--- config.mk ---
export PLATFORM = sky130hd
export DESIGN_NAME = ddr_rd_arbiter
export DESIGN_NICKNAME = d
export VERILOG_FILES = /design/src/rtl/ddr_arb_pkg.sv /design/src/rtl/ddr_rd_arbiter_rr_pick.sv /design/src/rtl/ddr_rd_arbiter.sv
export SDC_FILE = /design/constraint.sdc
export NUM_CORES = 1
export LEC_CHECK = 0
export BUFFER_PORTS_ARGS = -buffer_cell sky130_fd_sc_hd__buf_2
export CELL_PAD_IN_SITES_DETAIL_PLACEMENT = 1
export CELL_PAD_IN_SITES_GLOBAL_PLACEMENT = 1
export CORE_MARGIN = 2
export CORE_UTILIZATION = 26
export CTS_CLUSTER_DIAMETER = 200
export CTS_CLUSTER_SIZE = 14
export DETAILED_ROUTE_END_ITERATION = 10
export PLACE_DENSITY = 0.84
export RECOVER_POWER = 25
export SYNTH_ARGS = -nofsm -noshare
export SYNTH_HDL_FRONTEND = slang
export SYNTH_SLANG_ARGS = --single-unit
export TNS_END_PERCENT = 50
--- constraint.sdc ---
create_clock -name clk -period 3.1 [get_ports clk]
set_input_delay 0 -clock clk [delete_from_list [all_inputs] [get_ports clk]]
set_output_delay 0 -clock clk [all_outputs]
set_load 0.03 [all_outputs]
--- src/rtl/ddr_arb_pkg.sv ---
// Shared types and widths for the DDR read arbiter and its round-robin picker.
package ddr_arb_pkg;

  typedef enum logic [2:0] {
    IDLE,
    ISSUE,
    WAIT_BUSY,
    WAIT_IDLE,
    DONE
  } state_t;

  localparam int ADDR_W = 32;
  localparam int LEN_W  = 32;

endpackage

--- src/rtl/ddr_rd_arbiter_rr_pick.sv ---
// Combinational round-robin picker: first asserted request at or after ptr, wrapping.
// Kept standalone so the write-side arbiter can reuse it.
module rr_pick #(
  parameter int N_REQ = 4,
  localparam int IDX_W = (N_REQ > 1) ? $clog2(N_REQ) : 1
) (
  input  logic [N_REQ-1:0] req,
  input  logic [IDX_W-1:0] ptr,
  output logic [IDX_W-1:0] gnt_idx,
  output logic             any
);

  logic             found;
  logic [IDX_W-1:0] cand;

  always_comb begin
    gnt_idx = '0;
    found   = 1'b0;
    cand    = '0;
    for (int k = 0; k < N_REQ; k++) begin
      cand = IDX_W'((int'(ptr) + k) % N_REQ);
      if (!found && req[cand]) begin
        gnt_idx = cand;
        found   = 1'b1;
      end
    end
  end

  assign any = |req;

endmodule

--- src/rtl/ddr_rd_arbiter.sv ---
// Round-robin arbiter sharing one DDR read engine among N_REQ requesters, one transaction at a time.
// Optional per-requester performance counters are built when DDR_RD_ARB_PERF_EN is defined.
module ddr_rd_arbiter
  import ddr_arb_pkg::*;
#(
  parameter int N_REQ    = 4,
  parameter int START_TO = 16,
  localparam int IDX_W   = (N_REQ > 1) ? $clog2(N_REQ) : 1
) (
  input  logic                    clk,
  input  logic                    rstn,
  input  logic [N_REQ-1:0]        req_valid,
  input  logic [N_REQ*ADDR_W-1:0] req_addr,
  input  logic [N_REQ*LEN_W-1:0]  req_len,
  output logic [N_REQ-1:0]        req_ready,
  output logic [N_REQ-1:0]        req_done,
  output logic                    RSTART_REG,
  output logic [ADDR_W-1:0]       RADDR_REG,
  output logic [LEN_W-1:0]        RLENGTH_REG,
  input  logic                    RIDLE_REG,
  output logic [IDX_W-1:0]        grant_id,
  output logic                    busy
`ifdef DDR_RD_ARB_PERF_EN
  ,
  input  logic                    perf_clr,
  output logic [N_REQ*32-1:0]     perf_txn,
  output logic [N_REQ*32-1:0]     perf_cyc
`endif
);

  localparam int CNT_W = $clog2(START_TO + 1);

  logic [ADDR_W-1:0] addr_arr [N_REQ];
  logic [LEN_W-1:0]  len_arr  [N_REQ];

  for (genvar gi = 0; gi < N_REQ; gi++) begin : g_slice
    assign addr_arr[gi] = req_addr[ADDR_W*gi +: ADDR_W];
    assign len_arr[gi]  = req_len[LEN_W*gi +: LEN_W];
  end

  state_t            state_q, state_d;
  logic [IDX_W-1:0]  ptr_q, ptr_d;
  logic [IDX_W-1:0]  grant_id_q, grant_id_d;
  logic [ADDR_W-1:0] addr_q, addr_d;
  logic [LEN_W-1:0]  len_q, len_d;
  logic [N_REQ-1:0]  ready_q, ready_d;
  logic [N_REQ-1:0]  done_q, done_d;
  logic              rstart_q, rstart_d;
  logic              busy_q, busy_d;
  logic [CNT_W-1:0]  cnt_q, cnt_d;

  logic [IDX_W-1:0]  pick_idx;
  logic              pick_any;

  rr_pick #(.N_REQ(N_REQ)) u_pick (
    .req     (req_valid),
    .ptr     (ptr_q),
    .gnt_idx (pick_idx),
    .any     (pick_any)
  );

  always_comb begin
    state_d    = state_q;
    ptr_d      = ptr_q;
    grant_id_d = grant_id_q;
    addr_d     = addr_q;
    len_d      = len_q;
    ready_d    = '0;
    done_d     = '0;
    rstart_d   = 1'b0;
    cnt_d      = cnt_q;
    case (state_q)
      IDLE: begin
        // Holding off until the engine is idle keeps starts from ever overlapping.
        if (RIDLE_REG && pick_any) begin
          ready_d    = N_REQ'(1) << pick_idx;
          addr_d     = addr_arr[pick_idx];
          len_d      = len_arr[pick_idx];
          grant_id_d = pick_idx;
          ptr_d      = (pick_idx == IDX_W'(N_REQ - 1)) ? '0 : pick_idx + IDX_W'(1);
          state_d    = (len_arr[pick_idx] == '0) ? DONE : ISSUE;
        end
      end
      ISSUE: begin
        rstart_d = 1'b1;
        cnt_d    = '0;
        state_d  = WAIT_BUSY;
      end
      WAIT_BUSY: begin
        // A short job may finish before RIDLE is ever seen low; the timeout covers that.
        if (!RIDLE_REG) begin
          state_d = WAIT_IDLE;
        end else if (cnt_q == CNT_W'(START_TO - 1)) begin
          state_d = DONE;
        end else begin
          cnt_d = cnt_q + CNT_W'(1);
        end
      end
      WAIT_IDLE: begin
        if (RIDLE_REG) state_d = DONE;
      end
      DONE: begin
        done_d  = N_REQ'(1) << grant_id_q;
        state_d = IDLE;
      end
      default: state_d = IDLE;
    endcase
    busy_d = (state_d != IDLE);
  end

  always_ff @(posedge clk) begin
    if (!rstn) begin
      state_q    <= IDLE;
      ptr_q      <= '0;
      grant_id_q <= '0;
      addr_q     <= '0;
      len_q      <= '0;
      ready_q    <= '0;
      done_q     <= '0;
      rstart_q   <= 1'b0;
      busy_q     <= 1'b0;
      cnt_q      <= '0;
    end else begin
      state_q    <= state_d;
      ptr_q      <= ptr_d;
      grant_id_q <= grant_id_d;
      addr_q     <= addr_d;
      len_q      <= len_d;
      ready_q    <= ready_d;
      done_q     <= done_d;
      rstart_q   <= rstart_d;
      busy_q     <= busy_d;
      cnt_q      <= cnt_d;
    end
  end

  assign req_ready   = ready_q;
  assign req_done    = done_q;
  assign RSTART_REG  = rstart_q;
  assign RADDR_REG   = addr_q;
  assign RLENGTH_REG = len_q;
  assign grant_id    = grant_id_q;
  assign busy        = busy_q;

`ifdef DDR_RD_ARB_PERF_EN
  for (genvar gi = 0; gi < N_REQ; gi++) begin : g_perf
    logic [31:0] txn_q, txn_d;
    logic [31:0] cyc_q, cyc_d;

    always_comb begin
      txn_d = txn_q;
      cyc_d = cyc_q;
      if (perf_clr) begin
        txn_d = '0;
        cyc_d = '0;
      end else begin
        if (done_q[gi]) txn_d = txn_q + 32'd1;
        if (busy_q && (grant_id_q == IDX_W'(gi))) cyc_d = cyc_q + 32'd1;
      end
    end

    always_ff @(posedge clk) begin
      if (!rstn) begin
        txn_q <= '0;
        cyc_q <= '0;
      end else begin
        txn_q <= txn_d;
        cyc_q <= cyc_d;
      end
    end

    assign perf_txn[32*gi +: 32] = txn_q;
    assign perf_cyc[32*gi +: 32] = cyc_q;
  end
`endif

endmodule

==> metrics <==
outcome completed; hold crit path type in -> reg; leading area contributor after synthesis dfxtp_1; Worst VDD drop 0.0003068 V; TritonCTS clock tree yes; worst slack at placement -0.05501 ns; Pleak 0.003352 uW; Cell Area, Placed 6903 um^2; Worst-Margin Slew 0.7153 ns; Post-synth EDFFs 0; Slew Viols, Final 0; Initial Util 26.56%; Synth area leaders dfxtp_1, nand2_1, mux4_2, nand3_1, a21boi_1; DRT antenna net count 0; CTS clk-pin slew, worst paths 0.07 ns; Synth Flop Type dfxtp_1; Critical Path Start Type flop; die footprint 20300 um^2; core box area 18770 um^2; DR vias/cell 4.937; DRC violations left 0; mean post-synth cell area 7.740 um^2; share of layout cells above drive strength 1 39.03%; CP bufs+invs 1; worst-case clock buffer depth 2; IO Count 339; final RePlAce weighted congestion 0.8662; maximum clock rate 358.5 MHz; clk_skew 0.005781 ns; critical path type reg -> reg; per-cell routed wire length 18.10 um; setup violators final 0; worst relative slew slack 52.32%; layout net count 1226; DIE HEIGHT 142.5 um; Synth Instances 644; Num CTS Buffers 9; router iterations before antenna repair 4; post-route setup slack 0.3107 ns; worst path cell trace mux2i_1 > nor2_2 > or3_4 > buf_4 > mux4_2 > nor4_1 > nand4_1 > nor3_1 > o21a_1; synth unique cells 34; CTS root buf clkbuf_16; Syn Nets 909; register area share after synthesis 34.54%; synthesized cell area 4985 um^2; power per cell area 535.0 nW/um^2; Vias 5924; largest net degree at the start of global routing 69; Final Cell Area 7284 um^2; final design utilization 38.81%; dpl cells 1176; Worst EP required 3.40 ns; # clock sinks 86; Crit-path slowest cell or3_4; routed wire length 21.72 mm; ANT cells 0; register bit total from synthesis 86; dpl hpwl 16.77 mm; max_cap viols 0; Core Rows 50; number of DRC markers in iteration 0 182; Top delay family on crit path simple AND/OR/NAND/NOR gates; gr usage total 20.48%; fin crit share 89.98%; PortBufs 338; initial antenna violation count 0; CP max stage delay 0.44 ns; Worst EP arrival 3.09 ns; top cell type's share of synthesized area 34.54%; H-tree depth 3; Fin Hold WS 0.03371 ns; final hold violation count 0; vias in the first global route 5969; Die X 142.5 um; post-route non-filler standard cell count 1200; Setup crit end kind flop; global-route wire length before repair 32.15 mm; grt ovf 0; worst-skew pair later-pin latency 0.35 ns; Post-synth ARST share 0%; post-layout minimum cycle time 2.789 ns; area grow syn2layout 46.13%; RSZ-0062 raised after global routing no; yosys warns 0; worst-path fanout max 9
sequential cells by signal, indices dropped and copies added (netlist names):
signal	flops
busy	1
state_q	3
req_done	4
ptr_q	2
RADDR_REG	32
RLENGTH_REG	32
RSTART_REG	1
grant_id	2
cnt_q	5
req_ready	4
per-layer routing:
layer / wire length, um / up-vias / track usage [%]
met5: 0 / - / 0
met4: 391 / 0 / 5.419
met3: 1693 / 29 / 6.528
met2: 10850 / 242 / 35.86
met1: 8787 / 2798 / 24.17
li1: - / 2855 / -
path summary, 6_finish.rpt:
| check | slack (ns) | start | to | cells past startpoint |
|---|---|---|---|---|
| worst max-delay path | 0.31 | ptr_q[1] | state_q[2] | 9 |
| worst min-delay path | 0.03 | req_addr[20] | RADDR_REG[20] | 5 |
| worst max register to register | 0.31 | ptr_q[1] | state_q[2] | 9 |
| worst min register to register | 0.45 | RLENGTH_REG[10] | RLENGTH_REG[10] | 2 |
repair_timing:
item	4_1_cts	5_1_grt
endpoints found under the hold margin	1	0
setup buffers	2	4
pin swaps	1	1
hold buffers	1	0
gates resized for setup	1	6
setup endpoints to repair	2	2
cloned	1	0
final cells by class:
class	instances	area (um^2)
clock buffer	9	225.2
timing repair buffer	357	1837
inverter	5	18.77
clock inverter	7	105.1
sequential	86	1723
multi-input combinational	502	3083
fill	2395	11480
tap	234	292.8
Yosys cell counts (2+ instances only):
| library cell | count |
|---|---|
| a21boi_0 | 18 |
| a21boi_1 | 46 |
| a21oi_1 | 7 |
| and2_1 | 2 |
| and3_1 | 2 |
| buf_1 | 5 |
| buf_6 | 4 |
| clkbuf_1 | 42 |
| dfxtp_1 | 86 |
| ha_1 | 2 |
| inv_1 | 5 |
| mux2i_1 | 3 |
| mux4_2 | 32 |
| nand2_1 | 233 |
| nand2b_1 | 2 |
| nand3_1 | 99 |
| nand4_1 | 3 |
| nor2_1 | 13 |
| nor2b_1 | 4 |
| nor3_1 | 8 |
| nor3b_1 | 2 |
| nor4_1 | 9 |
| o21a_1 | 2 |
| o21ai_0 | 3 |
| or3_1 | 2 |
| xor2_1 | 2 |
logic make-up after synthesis:
group | share of synthesized area [%]
flip-flops | 34.54
buffers and inverters | 4.920
AO/OA/AOI/OAI | 11.90
AND/OR/NAND/NOR | 32.73
XOR/XNOR | 0.3515
multiplexers | 15.06
adder cells (fa/ha/maj) | 0.5019
stage by stage:
stage / total power, uW / TNS [ns]
4_1_cts: 3943 / 0
3_3_place_gp: 2634 / 0
3_5_place_dp: 2675 / -0.08393
2_1_floorplan: 2171 / 0
5_1_grt: 4127 / 0
6_report: 3897 / 0
layout by cell type (no fill, tap or decap), drive strengths merged, types with 2 or more instances in the layout:
cell type and instances:
buf 316, nand2 233, nand3 99, dfxtp 86, a21boi 64, clkbuf 49
mux4 32, nor2 13, nor4 9, nor3 8, inv 8, a21oi 7
nor2b 4, o21ai 4, mux2i 3, nand4 3, or3 3, and3 2
o21a 2, nand2b 2, and2 2, nor3b 2, xor2 2, ha 2
bufinv 2
power breakdown:
group / internal (uW) / switching [uW] / total, uW
clock network: 720 / 513 / 1230
logic: 542 / 850 / 1390
registers: 1210 / 60.5 / 1270
total: 2470 / 1420 / 3900
worst min-delay path: cells and delay by family:
| kind | cells | cell delay [ns] |
|---|---|---|
| AND/OR/NAND/NOR | 3 | 0.18 |
| buffers and inverters | 1 | 0.09 |
| AO/OA/AOI/OAI | 1 | 0.05 |
Power figures use the tool's default switching activity.
